$ cat config.mk
export PLATFORM = sky130hd
export DESIGN_NAME = alu_pipe
export DESIGN_NICKNAME = d
export VERILOG_FILES = /design/src/rtl/alu_pkg.sv /design/src/rtl/alu_core.sv /design/src/rtl/alu_pipe.sv
export SDC_FILE = /design/constraint.sdc
export NUM_CORES = 1
export LEC_CHECK = 0
export CELL_PAD_IN_SITES_DETAIL_PLACEMENT = 0
export CELL_PAD_IN_SITES_GLOBAL_PLACEMENT = 1
export CORE_MARGIN = 10
export CORE_UTILIZATION = 40
export DETAILED_ROUTE_END_ITERATION = 8
export PLACE_DENSITY = 0.77
export SLEW_MARGIN = 20
export SYNTH_ARGS = -nofsm -noshare
export SYNTH_HDL_FRONTEND = slang
export SYNTH_SLANG_ARGS = --single-unit
$ cat constraint.sdc
create_clock -name clk -period 8.76 [get_ports clk]
set_clock_uncertainty 0.05 [all_clocks]
set_input_delay 1.314 -clock clk [delete_from_list [all_inputs] [get_ports clk]]
set_output_delay 1.314 -clock clk [all_outputs]
set_load 0.1 [all_outputs]
$ cat src/rtl/alu_pkg.sv
// alu_pkg: opcode map and flag bit positions shared by alu_core and alu_pipe.
package alu_pkg;

  localparam logic [2:0] OP_ADD = 3'b000;
  localparam logic [2:0] OP_SUB = 3'b001;
  localparam logic [2:0] OP_NOT = 3'b010;
  localparam logic [2:0] OP_AND = 3'b011;
  localparam logic [2:0] OP_OR  = 3'b100;
  localparam logic [2:0] OP_XOR = 3'b101;
  localparam logic [2:0] OP_SHL = 3'b110;
  localparam logic [2:0] OP_SHR = 3'b111;

  localparam int FLG_Z = 0;
  localparam int FLG_N = 1;
  localparam int FLG_C = 2;
  localparam int FLG_V = 3;

endpackage

$ cat src/rtl/alu_core.sv
// alu_core: combinational ALU datapath, WIDTH-bit operands.
// With ALU_FLAGS_EN defined it also produces {overflow, carry, negative, zero}.
module alu_core
  import alu_pkg::*;
#(
  parameter int WIDTH = 8
) (
  input  logic [2:0]       i_opcode,
  input  logic [WIDTH-1:0] i_op1,
  input  logic [WIDTH-1:0] i_op2,
  output logic [WIDTH-1:0] o_result
`ifdef ALU_FLAGS_EN
  ,
  output logic [3:0]       o_flags
`endif
);

  localparam int SHW = $clog2(WIDTH) + 1;
  localparam int M   = WIDTH - 1;
  localparam logic [WIDTH-1:0] LIM = WIDTH'(WIDTH);

  // Any shift amount >= WIDTH clears the result, so the full operand2 is compared
  logic           w_big;
  logic [SHW-1:0] w_sh;
  assign w_big = (i_op2 >= LIM);
  assign w_sh  = i_op2[SHW-1:0];

`ifdef ALU_FLAGS_EN
  // One extra bit on each path catches carry/borrow and the last bit shifted out
  logic [WIDTH:0] w_add, w_sub, w_shl, w_shr;
  logic           w_c, w_v;
  assign w_add = {1'b0, i_op1} + {1'b0, i_op2};
  assign w_sub = {1'b0, i_op1} - {1'b0, i_op2};
  assign w_shl = {1'b0, i_op1} << w_sh;
  assign w_shr = {i_op1, 1'b0} >> w_sh;

  // Result select plus carry/overflow per opcode
  always_comb begin
    o_result = '0;
    w_c      = 1'b0;
    w_v      = 1'b0;
    case (i_opcode)
      OP_ADD: begin
        o_result = w_add[M:0];
        w_c      = w_add[WIDTH];
        w_v      = (i_op1[M] == i_op2[M]) && (w_add[M] != i_op1[M]);
      end
      OP_SUB: begin
        o_result = w_sub[M:0];
        w_c      = w_sub[WIDTH];
        w_v      = (i_op1[M] != i_op2[M]) && (w_sub[M] != i_op1[M]);
      end
      OP_NOT: o_result = ~i_op1;
      OP_AND: o_result = i_op1 & i_op2;
      OP_OR:  o_result = i_op1 | i_op2;
      OP_XOR: o_result = i_op1 ^ i_op2;
      OP_SHL: if (!w_big) begin
        o_result = w_shl[M:0];
        w_c      = w_shl[WIDTH];
      end
      OP_SHR: if (!w_big) begin
        o_result = w_shr[WIDTH:1];
        w_c      = w_shr[0];
      end
      default: ;
    endcase
  end

  // Pack flags into their fixed bit positions
  always_comb begin
    o_flags        = '0;
    o_flags[FLG_Z] = (o_result == '0);
    o_flags[FLG_N] = o_result[M];
    o_flags[FLG_C] = w_c;
    o_flags[FLG_V] = w_v;
  end
`else
  // Result-only datapath
  always_comb begin
    o_result = '0;
    case (i_opcode)
      OP_ADD: o_result = i_op1 + i_op2;
      OP_SUB: o_result = i_op1 - i_op2;
      OP_NOT: o_result = ~i_op1;
      OP_AND: o_result = i_op1 & i_op2;
      OP_OR:  o_result = i_op1 | i_op2;
      OP_XOR: o_result = i_op1 ^ i_op2;
      OP_SHL: if (!w_big) o_result = i_op1 << w_sh;
      OP_SHR: if (!w_big) o_result = i_op1 >> w_sh;
      default: ;
    endcase
  end
`endif

endmodule

$ cat src/rtl/alu_pipe.sv
// alu_pipe: two-stage valid/ready ALU pipeline around alu_core.
// s1 holds the accepted operation, s2 holds the computed result.
// Optional flags output built when ALU_FLAGS_EN is defined.
module alu_pipe
  import alu_pkg::*;
#(
  parameter int WIDTH = 8
) (
  input  logic             clk,
  input  logic             rst,
  input  logic             in_valid,
  output logic             in_ready,
  input  logic [2:0]       opcode,
  input  logic [WIDTH-1:0] operand1,
  input  logic [WIDTH-1:0] operand2,
  output logic             out_valid,
  input  logic             out_ready,
  output logic [WIDTH-1:0] result
`ifdef ALU_FLAGS_EN
  ,
  output logic [3:0]       flags
`endif
);

  logic             r_s1_valid, r_s2_valid;
  logic [2:0]       r_s1_op;
  logic [WIDTH-1:0] r_s1_a, r_s1_b, r_result;
  logic [WIDTH-1:0] w_result;
  logic             w_s1_load, w_s2_load;

  // s2 refills whenever it is empty or its result is leaving this cycle;
  // s1 can then take a new op in the same cycle, so there is no bubble.
  assign w_s2_load = r_s1_valid && (!r_s2_valid || out_ready);
  assign in_ready  = !r_s1_valid || w_s2_load;
  assign w_s1_load = in_valid && in_ready;
  assign out_valid = r_s2_valid;
  assign result    = r_result;

  // s1: capture operation on the input handshake
  always_ff @(posedge clk or posedge rst) begin
    if (rst) begin
      r_s1_valid <= 1'b0;
      r_s1_op    <= OP_ADD;
      r_s1_a     <= '0;
      r_s1_b     <= '0;
    end else if (w_s1_load) begin
      r_s1_valid <= 1'b1;
      r_s1_op    <= opcode;
      r_s1_a     <= operand1;
      r_s1_b     <= operand2;
    end else if (w_s2_load) begin
      r_s1_valid <= 1'b0;
    end
  end

`ifdef ALU_FLAGS_EN
  logic [3:0] w_flags, r_flags;
  assign flags = r_flags;

  alu_core #(.WIDTH(WIDTH)) u_core (
    .i_opcode (r_s1_op),
    .i_op1    (r_s1_a),
    .i_op2    (r_s1_b),
    .o_result (w_result),
    .o_flags  (w_flags)
  );

  // Flags travel with the result through s2
  always_ff @(posedge clk or posedge rst) begin
    if (rst)            r_flags <= '0;
    else if (w_s2_load) r_flags <= w_flags;
  end
`else
  alu_core #(.WIDTH(WIDTH)) u_core (
    .i_opcode (r_s1_op),
    .i_op1    (r_s1_a),
    .i_op2    (r_s1_b),
    .o_result (w_result)
  );
`endif

  // s2: hold result until downstream takes it
  always_ff @(posedge clk or posedge rst) begin
    if (rst) begin
      r_s2_valid <= 1'b0;
      r_result   <= '0;
    end else if (w_s2_load) begin
      r_s2_valid <= 1'b1;
      r_result   <= w_result;
    end else if (out_ready) begin
      r_s2_valid <= 1'b0;
    end
  end

endmodule

# After elaboration in Yosys (flattened, before gate mapping)

Cells that the tools add are included.

Flip-flop bits (word level): 29
Bits of input ports: 23
Output and inout bits: 10
Word-level logic and storage cells: 38

Add/sub/neg operators: 2
Order comparisons: 1
Eq/ne operators: 7
Shift-type cells: 2
Muxes and demuxes: 7
Bitwise operators: 4
Reductions and logical operators: 9

Operator list:

| cell                                                              | count |
|---|---|
| case mux 8 bit (8 select lines)                                   | 1 |
| 2-to-1 mux 8 bit                                                  | 2 |
| equality test 3 bit, second input constant                        | 4 |
| adder 8 bit                                                       | 1 |
| bitwise AND 8 bit                                                 | 1 |
| greater-or-equal comparator 8 x 4 -> 1 bit, second input constant | 1 |
| NOT 8 bit                                                         | 1 |
| bitwise OR 8 bit                                                  | 1 |
| left shift 8 x 4 -> 8 bit                                         | 1 |
| right shift 8 x 4 -> 8 bit                                        | 1 |
| subtractor 8 bit                                                  | 1 |
| bitwise XOR 8 bit                                                 | 1 |
| equality test 3 x 2 -> 1 bit, second input constant               | 2 |
| 2-to-1 mux 1 bit                                                  | 4 |
| nonzero test 2 bit                                                | 2 |
| equality test 3 x 1 -> 1 bit, second input constant               | 1 |
| logical NOT 3 bit                                                 | 1 |
| logical AND 1 bit                                                 | 2 |
| logical NOT 1 bit                                                 | 2 |
| logical OR 1 bit                                                  | 2 |

# Longest topological paths before layout

Word-level depth: 6
Depth in mapped cells: 13
Gate-level depth less buffers: 10

# Cells and area by module

A second synthesis with hierarchy kept.

Cell total of the unflattened synthesis: 295
Area total of the unflattened synthesis: 2,783.9 µm²

By module, submodules not included:

| module   | instances | cells each | area each (µm²) | seq. area each (µm²) |
|---|---|---|---|---|
| alu_core | 1         | 231        | 1,626.6         | 0.0 |
| alu_pipe | 1         | 64         | 1,157.4         | 725.7 |

# Least setup slack after synthesis

Ideal clock, no wire load.

Path type: in2reg
Start point: input out_ready
End point: register r_s1_a[7]
Setup time: 125 ps
Data arrival time: 3,412 ps
Required time: 8,585 ps
Slack: 5,173 ps
Stages: 4
Path buffers: 1
Cell sequence: nand3b_1 nand2_1 buf_2 mux2_2

Longest elaborated chain between the ends: 4

Ends and longest elaborated chain:

| element              | RTL line       | source |
|---|---|---|
| from (decl)          | alu_pipe.sv:17 | `input logic out_ready,` |
| logical OR 1 bit     | alu_pipe.sv:33 | `assign w_s2_load = r_s1_valid && (!r_s2_valid \|\| out_ready);` |
| logical AND 1 bit    | alu_pipe.sv:33 |  |
| logical OR 1 bit     | alu_pipe.sv:34 | `assign in_ready = !r_s1_valid \|\| w_s2_load;` |
| logical AND 1 bit    | alu_pipe.sv:35 | `assign w_s1_load = in_valid && in_ready;` |
| to (signal assigned) | alu_pipe.sv:49 | `r_s1_a <= operand1;` |
| to (decl)            | alu_pipe.sv:27 | `logic [WIDTH-1:0] r_s1_a, r_s1_b, r_result;` |

No other way between the ends.
A chain may end at the register's enable or synchronous reset.

# Worst setup path after layout

Start point: input out_ready
End point: output in_ready

Longest elaborated chain between the ends: 3

Ends and longest elaborated chain:

| element           | RTL line       | source |
|---|---|---|
| logical OR 1 bit  | alu_pipe.sv:33 |  |
| logical AND 1 bit | alu_pipe.sv:33 |  |
| logical OR 1 bit  | alu_pipe.sv:34 |  |
| to (decl)         | alu_pipe.sv:12 | `output logic in_ready,` |

No other way between the ends.

==> reports/metrics.yaml <==
synth:
  syn_inst: 303
  netlist_area_mm2: 0.00284
  ys_seq_area_share_pct: 25.6
  ys_seq_elements: 29
  yosysWarnings: 0
  syn-num-nets: 353
  async_flop_share_pct: 100
  synth-edff-count: 0
  dominantRegCellSynth: "dfrtp_1"
  synth.distinct_cells: 59
  avgSynthCellArea_um2: 9.36
routing:
  drtIter0Drc: 197
  drt-total-wl_um: 7400
  route.detailed.wl_per_inst_um: 17.5
  first_pass_iters: 4
  vias_per_cell: 5.60
  drc: 0
  antenna_left: 0
  vias: 2367
grt:
  grt_pass1_vias: 2321
  grt_overflow: 0
  antenna_found_initial: 0
  grt_use_total_pct: 13.5
  grt_max_degree: 31
  grt_pass1_wl_um: 12100
clock_tree:
  cts-htree-levels: 2
  cts_made_buffers: 5
  cts-root-buf: "clkbuf_8"
  cts_tree: "built"
  cts-resized-gates: 0
  clk_latency_ns: 0.29
  path_clk_slew_ns: 0.06
  cts_hold_buffers: 0
  cts_sinks: 29
  post_cts_buffers: 0
  cts.path.max_buffers: 2
setup_path:
  crit_arrival_ns: 3.08
  r2r-end: "result[6]$_DFFE_PP0P_"
  crit_start: "out_ready"
  reg2reg_from: "r_s1_b[0]$_DFFE_PP0P_"
  startpoint_type: "input port"
  required_ns: 7.40
  r2r_setup_slack_ns: 5.17
  path_max_fanout: 3
  criticalPathCategory: "input port to primary output"
  worstRegToRegCells: 10
  crit_path_end_kind: "primary output"
pwr:
  p_switching_mw: 0.366
  internal-power_mw: 0.378
  clockPowerShare_pct: 15.0
  p_per_area_mw_per_mm2: 228
  p_leak_nw: 1.38
  seqPwrFrac_pct: 29.0
  comb_power_share_pct: 56.0
  swShare_pct: 49.2
  max-vdd-ir-drop_uv: 123
floorplanning:
  die_w_um: 104
  row_count: 30
  dieArea_mm2: 0.0109
  die_h_um: 104
  initial_core_util_pct: 41.5
  io_pins: 33
  core_mm2: 0.00683
finish:
  multi_input_area_mm2: 0.00189
  nFillCells: 684
  diodes: 0
  final_nets: 376
  drive_gt1_share_pct: 14.7
  regArea_um2: 726
  finalNonFillerCells: 423
  syn_to_final_growth_pct: 14.9
timing:
  slew_headroom_pct: 35.0
  drv_slew: 0
  post-route-period-util_pct: 50.7
  max_slew.worst_pin.slew_ns: 0.973
  period_needed_ns: 4.44
  hold_viol: 0
  max_freq_mhz: 225
  tns_ns: 0
  grt_setup_unrepaired: "no"
  setup_viol: 0
min_path:
  holdCritStartpoint: "result[3]$_DFFE_PP0P_"
  hold_path_end: "result[3]$_DFFE_PP0P_"
  worstHoldPathType: "flop to flop"
  worstHoldPathCells: 2
placement:
  dp_hpwl_um: 5330
  io_buffers: 32
  place_congestion: 0.900
  dp.cells: 415
status:
  status: "finished, final reports clean"
run:
  maxCapViolations: 0
==> per-layer routing <==
metal  wire length [um]  vias up  global-route usage [%]
li1                   -     1135                       -
met5                  0        -                       0
met3                382       21                    2.60
met4                148        0                    4.97
met1               3590     1118                    18.7
met2               3280       93                    20.1
==> placed cells by master, fill, tap and decap left out, types with 2 or more instances in the layout <==
| cell type | n |
|---|---|
| a21o_1 | 6 |
| a21oi_1 | 13 |
| a221oi_1 | 2 |
| a221oi_2 | 2 |
| a22o_1 | 3 |
| a22oi_1 | 2 |
| a31oi_1 | 2 |
| a41oi_1 | 3 |
| and2_1 | 2 |
| buf_4 | 3 |
| clkbuf_1 | 3 |
| clkbuf_8 | 5 |
| clkdlybuf4s50_1 | 32 |
| dfrtp_1 | 29 |
| ha_1 | 26 |
| inv_1 | 28 |
| mux2_2 | 20 |
| mux2i_1 | 16 |
| mux4_2 | 6 |
| nand2_1 | 21 |
| nand2b_1 | 4 |
| nand3_1 | 6 |
| nand3_2 | 2 |
| nand3b_1 | 2 |
| nand4_1 | 3 |
| nor2_1 | 17 |
| nor2b_1 | 5 |
| nor3_1 | 2 |
| nor3_2 | 2 |
| nor4_1 | 2 |
| o2111ai_1 | 3 |
| o21ai_0 | 16 |
| o21ai_1 | 2 |
| o221ai_1 | 3 |
| or2_2 | 2 |
| or3_1 | 2 |
| xnor2_1 | 9 |
==> metrics by stage <==
stage | hold slack (ns) | setup WS (ns) | area, um2 | power (mW) | util (%)
finish | 0.449 | 4.32 | 3260 | 0.744 | 47.7
global route | 0.476 | 4.26 | 3260 | 0.794 | 47.7
CTS | 0.458 | 4.30 | 3260 | 0.746 | 47.7
detailed placement | 0.444 | 4.31 | 3180 | 0.632 | 46.5
global placement | 0.428 | 4.31 | 3180 | 0.625 | 46.5
floorplan | 0.421 | 5.17 | 2840 | 0.537 | -
==> cell type report <==
class / instances / area share [%]
multi-input combinational: 227 / 57.9
sequential: 29 / 22.3
timing repair buffer: 35 / 10.5
tap: 96 / 3.69
inverter: 28 / 3.22
clock buffer: 8 / 2.46
==> synth_stat cells (4+ instances only) <==
| master | number | area [um2] |
|---|---|---|
| xnor2_1 | 9 | 78.8 |
| mux2i_1 | 16 | 160 |
| dfrtp_1 | 29 | 726 |
| ha_1 | 26 | 325 |
| a21o_1 | 6 | 45.0 |
| a21oi_1 | 13 | 65.1 |
| buf_6 | 5 | 56.3 |
| nand3_1 | 6 | 30.0 |
| mux4_2 | 6 | 135 |
| o21ai_0 | 16 | 80.1 |
| clkbuf_1 | 6 | 22.5 |
| nand2b_1 | 4 | 25.0 |
| buf_2 | 6 | 30.0 |
| mux2_2 | 20 | 225 |
| nor2b_1 | 5 | 31.3 |
| nand2_1 | 21 | 78.8 |
| inv_1 | 28 | 105 |
| nor2_1 | 17 | 63.8 |
==> critical path, cell delays in order <==
cell and delay [ns]:
clkdlybuf4s50_1 0.46, nand3b_1 0.15, clkdlybuf4s50_1 1.15
==> kinds of logic (layout without fill, tap and decap cells) <==
kind of cell               Yosys count  after routing  synth area share [%]
xor gates and xnor gates            10             10                  3.09
DFF                                 29             29                  25.6
adders and majority gates           27             27                  12.2
buffers and inverters               47             71                  7.94
muxes                               42             42                  18.4
and+or+nand+nor                     79             79                  15.8
AOI/OAI and AO/OA                   69             69                  17.1
==> power groups by stage <==
stage	logic [mW]	registers, mW	clock network, mW
2_1_floorplan	0.248	0.289	0
4_1_cts	0.416	0.215	0.115
5_1_grt	0.452	0.222	0.120
3_3_place_gp	0.409	0.216	0
6_report	0.417	0.216	0.112
3_5_place_dp	0.414	0.218	0
==> worst max path at each step <==
stage | slack (ns) | to | depth (start not counted)
2_1_floorplan | 5.17 | r_s1_a[7]$_DFFE_PP0P_ | 4
3_3_place_gp | 4.31 | in_ready | 3
3_5_place_dp | 4.31 | in_ready | 3
4_1_cts | 4.30 | in_ready | 3
5_1_grt | 4.26 | in_ready | 3
6_report | 4.32 | in_ready | 3
==> registers in the layout, summed over array words and instances, names as in the netlist <==
signal / count
out_valid: 1
r_s1_a: 8
r_s1_b: 8
r_s1_op: 3
r_s1_valid: 1
result: 8
(Power assumes the default switching activity.)
